### src/rtl/button_conditioner.sv
// Conditions five raw active-low push-buttons (sync, debounce, press arbitration, lockout)
// for the stopwatch counter. Define BTN_HOLD_EN to add the long-press Reset strobe o_hold_reset.
module button_conditioner #(
    parameter int DEBOUNCE_CYCLES = 1000000,
    parameter int LOCKOUT_CYCLES  = 2500000,
    parameter int HOLD_CYCLES     = 100000000
) (
    input  logic       i_clk,
    input  logic       i_rst,
    input  logic [4:0] i_btn_raw_n,
    output logic [4:0] o_btn_clean_n,
    output logic       o_cmd_valid,
    output logic [2:0] o_cmd_code,
    output logic       o_cmd_dropped,
    output logic       o_hold_reset
);

    localparam int DB_W   = (DEBOUNCE_CYCLES > 1) ? $clog2(DEBOUNCE_CYCLES) : 1;
    localparam int LOCK_W = (LOCKOUT_CYCLES > 1) ? $clog2(LOCKOUT_CYCLES) : 1;

    localparam logic [DB_W-1:0]   DB_LAST   = DB_W'(DEBOUNCE_CYCLES - 1);
    localparam logic [LOCK_W-1:0] LOCK_LAST = LOCK_W'(LOCKOUT_CYCLES - 1);

    localparam logic [2:0] CODE_NONE    = 3'd0;
    localparam logic [2:0] CODE_INICIAR = 3'd1;
    localparam logic [2:0] CODE_RESET   = 3'd2;
    localparam logic [2:0] CODE_CONTAR  = 3'd3;
    localparam logic [2:0] CODE_PAUSAR  = 3'd4;
    localparam logic [2:0] CODE_PARAR   = 3'd5;

    localparam logic [0:0] ST_IDLE = 1'b0;
    localparam logic [0:0] ST_LOCK = 1'b1;

    if (DEBOUNCE_CYCLES < 1 || LOCKOUT_CYCLES < 1 || HOLD_CYCLES < 1) begin : g_bad_params
        $error("button_conditioner: cycle-count parameters must be at least 1");
    end

    logic [4:0]        r_sync1;
    logic [4:0]        r_sync2;
    logic [4:0]        r_btn_clean_n;
    logic [4:0]        r_clean_d;
    logic [DB_W-1:0]   r_db_cnt [5];
    logic [0:0]        r_state;
    logic [LOCK_W-1:0] r_lock_cnt;
    logic              r_cmd_valid;
    logic [2:0]        r_cmd_code;
    logic              r_cmd_dropped;

    logic [4:0]        w_press;
    logic              w_any_press;
    logic              w_multi_press;
    logic [2:0]        w_win_code;

    // NOTE: sequential state uses non-blocking assignments so every flop samples pre-edge values.
    always_ff @(posedge i_clk) begin
        if (i_rst) begin
            r_sync1 <= '1;
            r_sync2 <= '1;
        end else begin
            r_sync1 <= i_btn_raw_n;
            r_sync2 <= r_sync1;
        end
    end

    // NOTE: the small per-button counter array is reset explicitly; it is flops, not a RAM.
    always_ff @(posedge i_clk) begin
        if (i_rst) begin
            r_btn_clean_n <= '1;
            r_clean_d     <= '1;
            for (int i = 0; i < 5; i++) begin
                r_db_cnt[i] <= '0;
            end
        end else begin
            r_clean_d <= r_btn_clean_n;
            for (int i = 0; i < 5; i++) begin
                if (r_sync2[i] == r_btn_clean_n[i]) begin
                    r_db_cnt[i] <= '0;
                end else if (r_db_cnt[i] == DB_LAST) begin
                    r_btn_clean_n[i] <= r_sync2[i];
                    r_db_cnt[i]      <= '0;
                end else begin
                    r_db_cnt[i] <= r_db_cnt[i] + 1'b1;
                end
            end
        end
    end

    // A press is a debounced 1->0 transition; releases are ignored.
    assign w_press       = r_clean_d & ~r_btn_clean_n;
    assign w_any_press   = |w_press;
    assign w_multi_press = (w_press & (w_press - 5'd1)) != 5'd0;

    // NOTE: the default assignment first keeps this block from inferring a latch.
    always_comb begin
        w_win_code = CODE_NONE;
        if (w_press[4]) begin
            w_win_code = CODE_PARAR;
        end else if (w_press[1]) begin
            w_win_code = CODE_RESET;
        end else if (w_press[3]) begin
            w_win_code = CODE_PAUSAR;
        end else if (w_press[2]) begin
            w_win_code = CODE_CONTAR;
        end else if (w_press[0]) begin
            w_win_code = CODE_INICIAR;
        end
    end

    always_ff @(posedge i_clk) begin
        if (i_rst) begin
            r_state       <= ST_IDLE;
            r_lock_cnt    <= '0;
            r_cmd_valid   <= 1'b0;
            r_cmd_code    <= CODE_NONE;
            r_cmd_dropped <= 1'b0;
        end else begin
            r_cmd_valid   <= 1'b0;
            r_cmd_code    <= CODE_NONE;
            r_cmd_dropped <= 1'b0;
            case (r_state)
                ST_IDLE: begin
                    if (w_any_press) begin
                        r_cmd_valid   <= 1'b1;
                        r_cmd_code    <= w_win_code;
                        r_cmd_dropped <= w_multi_press;
                        r_state       <= ST_LOCK;
                        r_lock_cnt    <= '0;
                    end
                end
                ST_LOCK: begin
                    // Every press during lockout is discarded, including in its final cycle.
                    r_cmd_dropped <= w_any_press;
                    if (r_lock_cnt == LOCK_LAST) begin
                        r_state    <= ST_IDLE;
                        r_lock_cnt <= '0;
                    end else begin
                        r_lock_cnt <= r_lock_cnt + 1'b1;
                    end
                end
                default: begin
                    r_state    <= ST_IDLE;
                    r_lock_cnt <= '0;
                end
            endcase
        end
    end

`ifdef BTN_HOLD_EN
    localparam int HOLD_W = $clog2(HOLD_CYCLES + 1);
    localparam logic [HOLD_W-1:0] HOLD_FIRE = HOLD_W'(HOLD_CYCLES - 1);
    localparam logic [HOLD_W-1:0] HOLD_SAT  = HOLD_W'(HOLD_CYCLES);

    logic [HOLD_W-1:0] r_hold_cnt;
    logic              r_hold_reset;

    // Parking the counter one past the fire value gives a single pulse per hold.
    always_ff @(posedge i_clk) begin
        if (i_rst) begin
            r_hold_cnt   <= '0;
            r_hold_reset <= 1'b0;
        end else begin
            r_hold_reset <= 1'b0;
            if (r_btn_clean_n[1]) begin
                r_hold_cnt <= '0;
            end else if (r_hold_cnt == HOLD_FIRE) begin
                r_hold_reset <= 1'b1;
                r_hold_cnt   <= HOLD_SAT;
            end else if (r_hold_cnt != HOLD_SAT) begin
                r_hold_cnt <= r_hold_cnt + 1'b1;
            end
        end
    end

    assign o_hold_reset = r_hold_reset;
`else
    assign o_hold_reset = 1'b0;
`endif

    assign o_btn_clean_n = r_btn_clean_n;
    assign o_cmd_valid   = r_cmd_valid;
    assign o_cmd_code    = r_cmd_code;
    assign o_cmd_dropped = r_cmd_dropped;

endmodule

### config.mk
export PLATFORM = sky130hd
export DESIGN_NAME = button_conditioner
export DESIGN_NICKNAME = d
export VERILOG_FILES = /design/src/rtl/button_conditioner.sv
export SDC_FILE = /design/constraint.sdc
export NUM_CORES = 1
export LEC_CHECK = 0
export CORE_UTILIZATION = 56
export DETAILED_ROUTE_END_ITERATION = 7
export GPL_ROUTABILITY_DRIVEN = 1
export HOLD_SLACK_MARGIN = 0.06
export PLACE_DENSITY = 0.87
export SYNTH_ARGS = -nofsm -noshare
export SYNTH_HDL_FRONTEND = slang
export SYNTH_SLANG_ARGS = --single-unit
export TNS_END_PERCENT = 5
### constraint.sdc
create_clock -name i_clk -period 1.9 [get_ports i_clk]
set_input_delay 0.38 -clock i_clk [delete_from_list [all_inputs] [get_ports i_clk]]
set_output_delay 0.38 -clock i_clk [all_outputs]
set_load 0.005 [all_outputs]
After elaboration in Yosys (flattened, before gate mapping)
Memories as Yosys holds them, arrays and structs flattened.
Cells that the tools add are included.
Widths: inputs -> output; s select.
{"block": "word_totals", "ff_bits": 48, "ramBits": 100, "output_inout_bits": 11, "wordCells": 154, "n_memories": 1}
{"name": "r_db_cnt", "depth": 5, "width": 20, "rd": 5, "rd_ports_with_merged_regs": 0, "wr": 5, "line": "42", "rtl": "logic [DB_W-1:0] r_db_cnt [5];"}
{"block": "op_classes", "addsub": 7, "eq_ne": 12, "muxes": 85, "n_bitwise": 25, "n_reduce_logical": 10}
{"op": "$mux 20", "n": 15}
{"op": "$add 20x1->20 const B", "n": 5}
{"op": "$eq 20x20->1 const B", "n": 5}
{"op": "$mux 1", "n": 61}
{"op": "$mux 22", "n": 2}
{"op": "$pmux 22 s2", "n": 1}
{"op": "$add 22x1->22 const B", "n": 1}
{"op": "$eq 22x22->1 const B", "n": 1}
{"op": "$or 1x1->1", "n": 15}
{"op": "$and 5x5->5", "n": 2}
{"op": "$reduce_and 2->1", "n": 5}
{"op": "$mux 3", "n": 3}
{"op": "$not 1->1", "n": 7}
{"op": "$eq 1x1->1", "n": 5}
{"op": "$not 5->5", "n": 1}
{"op": "$reduce_bool 5->1", "n": 1}
{"op": "$reduce_or 5->1", "n": 1}
{"op": "$sub 5x1->5 const B", "n": 1}
{"op": "$pmux 1 s2", "n": 2}
{"op": "$reduce_or 4->1", "n": 1}
{"op": "$reduce_or 3->1", "n": 1}
{"op": "$mux 2", "n": 1}
{"op": "$ne 2x2->1 const B", "n": 1}
{"op": "$reduce_or 2->1", "n": 1}

Logic depth before layout (Yosys ltp)
Gate-level depths: netlist (run 1).
An unclocked memory read counts as a cell.
{"block": "logic_depth", "word_depth": 8, "ltp_mapped": 7, "ltp_nobuf": 6}

Least setup slack after synthesis (run 1)
Ideal clock, no wire load.
{"block": "synth_path", "path_type": "reg2reg", "from": "memory r_db_cnt[4][0] (netlist bit)", "to": "memory r_db_cnt[4][11] (netlist bit), data pin", "arrival_time_ns": 1.694, "required_time_ns": 1.634, "slack_ns": -0.060, "path_stages_with_launch": 8, "path_buffers": 1, "synth_period_minus_slack_ns": 1.960, "cell_sequence": "edfxtp_1 -> ha_1 -> nand4_1 -> or2_2 -> nor3_1 -> or3_1 -> clkbuf_1 -> nor2_1"}
{"element": "start, declared", "line": "42"}

Worst setup path after layout (run 1)
{"block": "layout_path", "from": "register r_lock_cnt[0]", "to": "register r_lock_cnt[20]"}
{"block": "layout_between", "elab_chain_cells": 3, "word_cells_on_any_way": 4, "cone_classes": "1 x add/sub; 1 x eq/ne; 2 x mux"}
{"element": "start, declared", "line": "44", "rtl": "logic [LOCK_W-1:0] r_lock_cnt;"}
{"element": "start signal, assigned", "line": "137", "rtl": "r_lock_cnt <= r_lock_cnt + 1'b1;"}
{"element": "$add 22x1->22 / $eq 22x22->1 (equally long branches)", "line": "137, 133"}
{"element": "$mux 22 *", "line": "133", "rtl": "if (r_lock_cnt == LOCK_LAST) begin"}
{"element": "$pmux 22 s2 *", "line": "120", "rtl": "case (r_state)"}
Every way passes the cells marked *; elsewhere a longest branch is shown, timed or not.
A chain may end at the register's enable or synchronous reset.

==> results of run 1 <==
## how the worst max path moves through the flow
| stage | end | cells past startpoint | from | slack (ns) |
|---|---|---|---|---|
| 2_1_floorplan | r_db_cnt[4][11] | 7 | r_db_cnt[4][0] | -0.06 |
| 3_3_place_gp | r_lock_cnt[20] | 6 | r_lock_cnt[1] | -0.03 |
| 3_5_place_dp | r_lock_cnt[20] | 6 | r_lock_cnt[1] | -0.11 |
| 4_1_cts | r_lock_cnt[16] | 7 | r_lock_cnt[0] | 0.005 |
| 5_1_grt | r_lock_cnt[20] | 6 | r_lock_cnt[0] | -0.09 |
| 6_report | r_lock_cnt[20] | 6 | r_lock_cnt[0] | -0.02 |
## cell usage in the layout, fill, tap and decap left out, drive strengths merged, types with 6 or more instances in the layout
cell type	count
nor3	14
or2	17
and3	19
clkdlybuf4s50	16
nor2	130
or3	13
inv	23
nor4	14
xor2	54
nand4	26
a21oi	13
mux2i	7
o21ai	6
ha	6
clkbuf	21
and4	8
dfxtp	48
xnor2	49
nor2b	6
nor4b	10
nand3	49
edfxtp	100
nand2	50
conb	101
buf	80
## final cells by class
| cell class | instances | area, um2 | share of cell area, % |
|---|---|---|---|
| tap | 172 | 215 | 2.31 |
| clock buffer | 21 | 475 | 5.10 |
| multi-input combinational | 631 | 3680 | 39.5 |
| clock inverter | 11 | 97.6 | 1.05 |
| timing repair buffer | 96 | 815 | 8.74 |
| inverter | 19 | 71.3 | 0.765 |
| sequential | 148 | 3970 | 42.6 |
## flip-flops by register name, indices dropped and copies added (netlist names)
register,cells
r_db_cnt,100
r_sync1,5
r_sync2,5
r_lock_cnt,22
o_cmd_dropped,1
o_cmd_valid,1
r_clean_d,5
r_state,1
o_btn_clean_n,5
o_cmd_code,3
## routing by layer
layer  track usage (%)  wire (um)  up-vias
met5                 0          0        -
met4              8.72        338        0
met3              6.64        654       33
met2              40.3       7480      119
met1              27.1       6130     2660
li1                  -          -     2838
## cells by family (layout without fill, tap and decap cells)
logic type               count (synthesis)  count (layout)
XOR/XNOR                               103             103
AND/OR/NAND/NOR                        371             371
adder cells (fa/ha/maj)                  6               6
AO/OA/AOI/OAI                           43              43
flip-flops                             148             148
multiplexers                             7               7
other                                    2             101
buffers and inverters                   36             147
## what timing repair did
action                     CTS  global route
setup endpoints to repair   34            58
gates resized for setup      7            19
hold buffers                 0             0
buffers inserted             0             1
pin swaps                    1             3
## power breakdown
group          total [mW]  internal (mW)  switching [mW]
logic               0.274          0.126           0.148
registers            3.63           3.54          0.0915
clock network        3.25           1.93            1.32
total                7.15           5.59            1.56
## worst max-delay path: cells and delay by family (launching register included)
family	cells	cell delay, ns
compound gates	1	0.17
fa+ha+maj	1	0.21
flops	1	0.34
simple gates	4	1.12
==> impl_metrics.json, run 1 <==
{
  "power.density_nw_per_um2": 767,
  "clk_latency_ns": 0.43,
  "drv_cap": 0,
  "clock-skew-final_ns": 0.0127,
  "hp-start": "r_sync1[4]",
  "power.leakage_nw": 3.45,
  "rr_endpoint": "r_lock_cnt[20]",
  "status": "finished, violations left",
  "drive_above_1_share_pct": 17.0,
  "synth_most_common_cell": "nor2_1",
  "crit_path_max_incr_delay_ns": 0.43,
  "synth-xor-area-share_pct": 12.3,
  "finalInstanceArea_um2": 9320,
  "cts_max_level": 4,
  "cts.reportedPaths.clkPinSlew_ns": 0.06,
  "final.min_clock_period_ns": 1.92,
  "drt_iter0_drc": 352,
  "syn_area_um2": 7340,
  "gp_congestion": 0.942,
  "yosys-mux-area-fraction_pct": 0.955,
  "ir_worst_vdd_uv": 677,
  "p_total_mw": 7.15,
  "yosys-top-cells-area": "edfxtp_1, dfxtp_1, nor2_1",
  "synth_fa_ha_area_share_pct": 1.02,
  "fillers": 899,
  "hold_viol": 0,
  "cts.sinks": 148,
  "routedWlPerCell_um": 13.3,
  "ant_nets": 0,
  "grt_pass1_vias": 5517,
  "synth-edff-count": 100,
  "startpoint_type": "flip-flop",
  "final_util_pct": 73.3,
  "grt_overflow": 0,
  "period_share_pct": 101,
  "worstPathArrival_ns": 2.26,
  "antenna_found_initial": 0,
  "synth_compound_area_share_pct": 3.94,
  "crit_slowest_cell": "or3_4",
  "core_area_um2": 12700,
  "place_hpwl_um": 10100,
  "synthToLayoutAreaGrowth_pct": 27.0,
  "core.rowCount": 41,
  "setup_viol": 2,
  "rr_startpoint": "r_lock_cnt[0]",
  "numPortBuffers": 16,
  "synthTopCellsByCount": "nor2_1, edfxtp_1, xor2_1",
  "ys_ff_latch": 148,
  "rsz0062_at_grt": "yes",
  "gr-usage-all-layers_pct": 23.2,
  "yosysSeqAreaShare_pct": 54.0,
  "worst_slew_pin_slew_ns": 0.641,
  "netlist.area_leader.share_pct": 40.9,
  "synthSimpleGateAreaFrac_pct": 25.6,
  "min_path_type": "reg2reg",
  "critical_path_class": "reg2reg",
  "fin_cells": 1098,
  "critPathCaptureType": "flip-flop",
  "grt_max_degree": 27,
  "cts_buffers": 17,
  "num_antenna_cells": 0,
  "reg2reg_depth": 6,
  "tns_ns": -0.0194,
  "routed_wirelength_um": 14600,
  "fin_hold_ws_ns": 0.407,
  "synth_area_leader_cell": "edfxtp_1",
  "yosys_warnings": 0,
  "path_max_fanout": 3,
  "worstPathCellList": "ha_2, and3_4, nand4_1, or3_4, or3_1, a31oi_1",
  "synthDistinctLibCells": 53,
  "die_x_um": 116,
  "via_count": 5650,
  "async_reset_ff_share_pct": 0,
  "grt_pass1_wl_um": 24200,
  "slew_viol_final": 0,
  "post-place-cells": 1065,
  "required_ns": 2.24,
  "synth_top_family_by_area": "simple AND/OR/NAND/NOR gates",
  "worst-r2r-setup-slack_ns": -0.02,
  "route.detailed.drc": 0,
  "synth_ff_type": "edfxtp_1",
  "min_to": "r_sync2[4]",
  "cts_root_buf": "clkbuf_16",
  "cts_tree": "built",
  "cts_buffer_depth": 2,
  "fmax_ghz": 0.521,
  "relSlewSlack_pct": 57.1,
  "nets": 926,
  "hold_depth": 1,
  "syn_area_per_cell_um2": 10.2,
  "synth_cells": 716,
  "top_level_ports": 18,
  "post-place-ws_ns": -0.109,
  "placed_cell_area_um2": 8650,
  "violations": "negative setup slack",
  "viasPerCell": 5.15,
  "initial_core_util_pct": 57.7,
  "firstDrtPassIters": 6,
  "dieArea_um2": 13600,
  "die_h_um": 116,
  "setup_ws_ns": -0.0185
}
(Power assumes the default switching activity.)
==> run 2, diff against run 1 <==
Settings changed: CTS_CLUSTER_SIZE set to 16.
==> results of run 2 <==
Same layout as run 1: the final DEF is identical, and so are final timing and power.
==> run 3, diff against run 2 <==
Settings changed: CORE_MARGIN set to 1.
==> results of run 3 <==
Same layout as run 1: the final DEF is identical, and so are final timing and power.
